--- config.mk ---
export PLATFORM = sky130hd
export DESIGN_NAME = pocket_scorer
export DESIGN_NICKNAME = d
export VERILOG_FILES = /design/src/rtl/pocket_scorer.sv
export SDC_FILE = /design/constraint.sdc
export NUM_CORES = 1
export LEC_CHECK = 0
export CAP_MARGIN = 10
export CORE_ASPECT_RATIO = 0.9
export CORE_UTILIZATION = 33
export CTS_CLUSTER_DIAMETER = 100
export DETAILED_ROUTE_END_ITERATION = 8
export PLACE_DENSITY = 0.58
export REMOVE_ABC_BUFFERS = 1
export SYNTH_ARGS = -nofsm -noshare
export SYNTH_HDL_FRONTEND = slang
export SYNTH_SLANG_ARGS = --single-unit
export TNS_END_PERCENT = 50
--- constraint.sdc ---
create_clock -name vsync -period 2.51 [get_ports vsync]
set_clock_uncertainty 0.2 [all_clocks]
set_input_delay 0.502 -clock vsync [delete_from_list [all_inputs] [get_ports vsync]]
set_output_delay 0.502 -clock vsync [all_outputs]
set_load 0.005 [all_outputs]
--- src/rtl/pocket_scorer.sv ---
// pocket_scorer
// Turns per-ball pocket indications into game state on the frame clock (vsync).
// Latches sunk balls once only, serializes simultaneous sinkings into one event
// per frame (lowest index first), credits the current player, and decides at
// the end of each shot whether the turn passes.
//
// Optional cue-ball foul handling is compiled in when POCKET_SCORER_FOUL_EN is
// defined; without it cue_in is ignored and no foul is ever recorded.
// NUM_BALLS must be at least 2 so that sink_id has a non-zero width.
module pocket_scorer #(
  parameter int unsigned NUM_BALLS       = 5,
  parameter int unsigned SCORE_W         = 4,
  parameter int unsigned POINTS_PER_BALL = 1
) (
  input  logic                         vsync,
  input  logic                         reset,
  input  logic [NUM_BALLS-1:0]         ball_in,
  input  logic                         shot_active,
  input  logic                         cue_in,
  output logic [NUM_BALLS-1:0]         sunk_mask,
  output logic                         sink_event,
  output logic [$clog2(NUM_BALLS)-1:0] sink_id,
  output logic                         player,
  output logic [SCORE_W-1:0]           score0,
  output logic [SCORE_W-1:0]           score1,
  output logic                         turn_over,
  output logic                         game_over
);

  localparam int unsigned        IdW      = $clog2(NUM_BALLS);
  localparam logic [SCORE_W-1:0] ScoreMax = {SCORE_W{1'b1}};

  localparam logic [1:0] StIdle     = 2'd0;
  localparam logic [1:0] StShot     = 2'd1;
  localparam logic [1:0] StResolve  = 2'd2;
  localparam logic [1:0] StGameover = 2'd3;

  // Saturating credit of one ball's worth of points.
  function automatic logic [SCORE_W-1:0] sat_add(input logic [SCORE_W-1:0] s);
    logic [31:0] sum;
    sum = 32'(s) + 32'(POINTS_PER_BALL);
    if (sum > 32'(ScoreMax)) begin
      return ScoreMax;
    end
    return SCORE_W'(sum);
  endfunction

  // Foul penalty, never below zero.
  function automatic logic [SCORE_W-1:0] dec_floor(input logic [SCORE_W-1:0] s);
    return (s == '0) ? s : (s - SCORE_W'(1));
  endfunction

  logic [1:0]           state_q, state_d;
  logic [NUM_BALLS-1:0] sunk_q, sunk_d;
  logic [NUM_BALLS-1:0] pending_q, pending_d;
  logic                 scored_q, scored_d;
  logic                 foul_q, foul_d;
  logic                 player_q, player_d;
  logic [SCORE_W-1:0]   score0_q, score0_d;
  logic [SCORE_W-1:0]   score1_q, score1_d;
  logic                 sink_event_q, sink_event_d;
  logic [IdW-1:0]       sink_id_q, sink_id_d;
  logic                 turn_over_q, turn_over_d;
  logic                 game_over_q, game_over_d;

  logic                 capture_en;
  logic [NUM_BALLS-1:0] new_balls;
  logic                 emit_valid;
  logic [IdW-1:0]       emit_id;
  logic [NUM_BALLS-1:0] emit_onehot;
  logic                 foul_hit;
  logic                 foul_first;
  logic [SCORE_W-1:0]   score_cur;
  logic [SCORE_W-1:0]   score_new;

  // Capture only balls not already sunk, and only while aiming or shooting.
  always_comb begin
    capture_en = (state_q == StIdle) || (state_q == StShot);
    new_balls  = capture_en ? (ball_in & ~sunk_q) : '0;
  end

  // Pick the lowest pending ball. Works on the registered pending set, so a
  // ball captured this cycle cannot emit until the next one.
  always_comb begin
    emit_valid  = |pending_q;
    emit_onehot = pending_q & (~pending_q + NUM_BALLS'(1));
    emit_id     = '0;
    for (int i = NUM_BALLS - 1; i >= 0; i--) begin
      if (pending_q[i]) begin
        emit_id = IdW'(i);
      end
    end
  end

`ifdef POCKET_SCORER_FOUL_EN
  // A scratch during a shot fouls; only the first one in a shot costs a point.
  always_comb begin
    foul_hit   = (state_q == StShot) && cue_in;
    foul_first = foul_hit && !foul_q;
  end
`else
  // Fouls compiled out: cue_in is intentionally unused.
  logic unused_cue;
  assign unused_cue = cue_in;

  // No foul source in this build.
  always_comb begin
    foul_hit   = 1'b0;
    foul_first = 1'b0;
  end
`endif

  // Apply emit credit then foul debit to whichever player holds the turn.
  always_comb begin
    score_cur = player_q ? score1_q : score0_q;
    score_new = score_cur;
    if (emit_valid) begin
      score_new = sat_add(score_new);
    end
    if (foul_first) begin
      score_new = dec_floor(score_new);
    end
    score0_d = score0_q;
    score1_d = score1_q;
    if (player_q) begin
      score1_d = score_new;
    end else begin
      score0_d = score_new;
    end
  end

  // Shot sequencing, bookkeeping of sunk/pending sets, and turn decision.
  always_comb begin
    state_d      = state_q;
    sunk_d       = sunk_q | new_balls;
    pending_d    = (pending_q & ~emit_onehot) | new_balls;
    scored_d     = scored_q | (emit_valid && (state_q == StShot));
    foul_d       = foul_q | foul_hit;
    player_d     = player_q;
    turn_over_d  = 1'b0;
    game_over_d  = game_over_q;
    sink_event_d = emit_valid;
    sink_id_d    = emit_valid ? emit_id : sink_id_q;

    case (state_q)
      StIdle: begin
        if (shot_active) begin
          state_d  = StShot;
          scored_d = 1'b0;
          foul_d   = 1'b0;
        end
      end
      StShot: begin
        // Hold off the turn decision until every sinking has been credited.
        if (!shot_active && (pending_q == '0)) begin
          state_d = StResolve;
        end
      end
      StResolve: begin
        if (!scored_q || foul_q) begin
          player_d    = ~player_q;
          turn_over_d = 1'b1;
        end
        if (&sunk_q) begin
          state_d     = StGameover;
          game_over_d = 1'b1;
        end else begin
          state_d = StIdle;
        end
      end
      StGameover: begin
        state_d = StGameover;
      end
      default: begin
        state_d = StIdle;
      end
    endcase
  end

  // State registers with synchronous active-high reset.
  always_ff @(posedge vsync) begin
    if (reset) begin
      state_q      <= StIdle;
      sunk_q       <= '0;
      pending_q    <= '0;
      scored_q     <= 1'b0;
      foul_q       <= 1'b0;
      player_q     <= 1'b0;
      score0_q     <= '0;
      score1_q     <= '0;
      sink_event_q <= 1'b0;
      sink_id_q    <= '0;
      turn_over_q  <= 1'b0;
      game_over_q  <= 1'b0;
    end else begin
      state_q      <= state_d;
      sunk_q       <= sunk_d;
      pending_q    <= pending_d;
      scored_q     <= scored_d;
      foul_q       <= foul_d;
      player_q     <= player_d;
      score0_q     <= score0_d;
      score1_q     <= score1_d;
      sink_event_q <= sink_event_d;
      sink_id_q    <= sink_id_d;
      turn_over_q  <= turn_over_d;
      game_over_q  <= game_over_d;
    end
  end

  assign sunk_mask  = sunk_q;
  assign sink_event = sink_event_q;
  assign sink_id    = sink_id_q;
  assign player     = player_q;
  assign score0     = score0_q;
  assign score1     = score1_q;
  assign turn_over  = turn_over_q;
  assign game_over  = game_over_q;

endmodule

==> metrics.md, run 1 <==
| Metric | Value |
|---|---|
| Sequential cell area fraction in the yosys report | `46.2%` |
| Die boundary height | `59.5 µm` |
| Most used standard cells in the synthesized netlist | `dfxtp_1, a21oi_1, inv_1, nor2_1, nor2b_1` |
| Total Neg Setup Slack | `0 ps` |
| Max-cap violations | `0` |
| Synth area leaders | `dfxtp_1, a21oi_1, a211oi_1` |
| Number of vias in the routed layout | `1030` |
| Number of top-level pins | `29` |
| I/O Buffers | `27` |
| Busiest layer in global routing | `met2` |
| PD cells | `625 nW/µm²` |
| Avg Synthesized Cell Area | `8.79 µm²` |
| Peak fanout along the critical path | `9` |
| Total CTS buffers | `3` |
| CTS sink count | `28` |
| Overall die area | `3920 µm²` |
| Setup repair after global routing missed its margin | `no` |
| Final weighted congestion in routability-driven placement | `0.751` |
| Shortest period the worst path allows | `2150 ps` |
| Vias in the first global route | `1025` |
| Register bit count reported by yosys | `28` |
| Top cell type's share of synthesized area | `46.2%` |
| Category of the worst setup path launch point | `flip-flop` |
| HP Class | `reg2reg` |
| Crit path arrival time | `2110 ps` |
| Maximum number of pins on one net before global-route repair | `19` |
| Via density per instance | `4.93` |
| Number of warning messages in the yosys log | `0` |
| Setup violators final | `0` |
| P_leak | `0.000604 µW` |
| Antenna Violating Nets Remaining | `0` |
| Top achievable clock speed | `0.465 GHz` |
| H-tree Lvls | `1` |
| Met1 routing resource usage after global routing | `19.0%` |
| Cell chosen for the clock root | `clkbuf_8` |
| Sum of net half-perimeters after detailed placement | `2040 µm` |
| Filler cell count in the final layout | `347` |
| Final hold violation count | `0` |
| Detailed router's first-iteration violation count | `67` |
| Overall die width | `65.9 µm` |
| Post-synthesis instance area | `1210 µm²` |
| Number of unique standard cell types used by synthesis | `33` |
| Remaining global-route overflow | `0` |
| Ratio of cells with drive above 1 in the final layout | `7.88%` |
| Transition time of the tightest slew-check pin | `498 ps` |
| Initial standard-cell utilization of the core | `35.1%` |
| CTS Buffer Depth | `2` |
| Met2 usage in global routing | `27.0%` |
| Share of synthesized registers carrying an async set or reset | `0%` |
| Area grow syn2layout | `30.9%` |
| Hold Worst Slack | `253 ps` |
| Number of cells produced by synthesis | `138` |
| Global router's overall resource usage | `15.7%` |
| Clock tree from TritonCTS | `done` |
| Number of antenna violations at the first check in global routing | `0` |
| Pre-antenna DRT Iters | `4` |
| Resize count post-CTS | `0` |
| Crit share post-route | `85.6%` |
| Maximum vdd drop | `282 µV` |
| Cell accounting for the most synthesized area | `dfxtp_1` |
| Drt drc | `0` |
| Buffer count from post-CTS setup fixing | `0` |
| Wire length after detailed routing | `2770 µm` |
| Critical path start-end classification | `reg2reg` |
| Insertion delay to the later sink of the worst-skew pair | `270 ps` |
| Total core area | `3450 µm²` |
| Count leader, synth | `dfxtp_1` |
| Clock-pin slew on the worst setup and hold paths | `100 ps` |
| Diode count | `0` |
| Kind of end point of the critical path | `flip-flop` |
| WL per Instance | `13.3 µm` |
| Number of flops mapped to enable cells by yosys | `0` |
| Rows | `20` |
| Global-route wire length before repair | `4630 µm` |
| CTS Hold Buffers Added | `0` |
| Rel. slew slack | `66.7%` |
| Net count, final | `177` |
| Max Slew Vio Count | `0` |
| Result of the run | `complete, no violations` |
| Worst EP required | `2470 ps` |
| Global Route met3 Usage | `4.04%` |
| Post-synth top flop | `dfxtp_1` |
## critical path, stage by stage, from the launching register on
cell and delay, ps:
dfxtp_1 540, mux2_2 400, ha_1 280, nor2b_1 160, o21ai_1 100, mux2_2 350
## cell families after synthesis
| kind of cell | Yosys count | synth area share (%) |
|---|---|---|
| AO/OA/AOI/OAI | 38 | 19.2 |
| XOR/XNOR | 1 | 0.722 |
| adder cells (fa/ha/maj) | 2 | 2.06 |
| buffers and inverters | 21 | 6.60 |
| flip-flops | 28 | 46.2 |
| multiplexers | 7 | 6.29 |
| AND/OR/NAND/NOR | 41 | 19.0 |
## flip-flops by register name (all words and copies together), names as in the netlist, 2 cells and up
name / cells
pending_q: 5
sunk_mask: 5
score0: 4
score1: 4
sink_id: 3
state_q: 2
## metrics by stage
stage / total power, µW / setup WS [ps] / area (µm²) / util (%) / instances
after global routing: 1060 / 256 / 1590 / 46.0 / 209
after global placement: 725 / 435 / 1530 / 44.4 / 205
after CTS: 1010 / 349 / 1590 / 46.0 / 209
after floorplan: 623 / 505 / 1190 / - / 131
after detailed placement: 730 / 373 / 1530 / 44.4 / 205
final: 993 / 361 / 1590 / 46.0 / 209
## cell usage in the layout, fill, tap and decap left out, drive strengths merged
master	instances
clkbuf	4
a21o	1
nand3	5
a221oi	2
a211oi	7
nor4	2
nor4b	1
ha	2
o211ai	1
dfxtp	28
and3	2
o21ai	7
mux2i	2
inv	14
nor2	9
o21bai	1
o31ai	2
nor3b	3
and2	2
a21oi	17
nor2b	8
nand4	2
nor3	1
mux2	5
buf	3
xnor2	1
or4	1
nand2	4
nand2b	1
clkdlybuf4s50	27
## layer usage
metal / share of wire (%) / vias to the layer above
met1: 47 / 484
li1: - / 533
met3: 1.4 / 5
met2: 50 / 8
met4: 1.2 / 0
met5: 0 / -
## cell type report
cell class,instances,area (µm²),area share (%)
inverter,14,52.6,3.31
timing repair buffer,30,293,18.4
tap,44,55.1,3.46
clock buffer,4,55.1,3.46
multi-input combinational,89,573,36.1
sequential,28,561,35.3
## final timing paths
| check | startpoint | end | slack [ps] | cells past startpoint |
|---|---|---|---|---|
| hold / removal | game_over$_SDFFE_PP0P_ | game_over$_SDFFE_PP0P_ | 250 | 2 |
| setup / recovery | player$_SDFFE_PP0P_ | score0[2]$_SDFFE_PP0N_ | 360 | 5 |
| setup reg to reg | player$_SDFFE_PP0P_ | score0[2]$_SDFFE_PP0N_ | 360 | 5 |
| hold reg to reg | game_over$_SDFFE_PP0P_ | game_over$_SDFFE_PP0P_ | 250 | 2 |
## power breakdown
group / leakage (µW) / switching, µW / internal (µW)
sequential: 0.000230 / 41.4 / 481
clock: 0.0000288 / 135 / 140
combinational: 0.000345 / 83.2 / 112
total: 0.000604 / 260 / 733
No activity file was read; power rests on OpenSTA's default activity.
==> inputs of run 2 (changes only) <==
--- a/config.mk
+++ b/config.mk
@@ -12,6 +12,7 @@
 export DETAILED_ROUTE_END_ITERATION = 8
 export PLACE_DENSITY = 0.58
 export REMOVE_ABC_BUFFERS = 1
+export SLEW_MARGIN = 10
 export SYNTH_ARGS = -nofsm -noshare
 export SYNTH_HDL_FRONTEND = slang
 export SYNTH_SLANG_ARGS = --single-unit
==> results of run 2 <==
Final layout, timing and power as in run 1 (identical DEF).
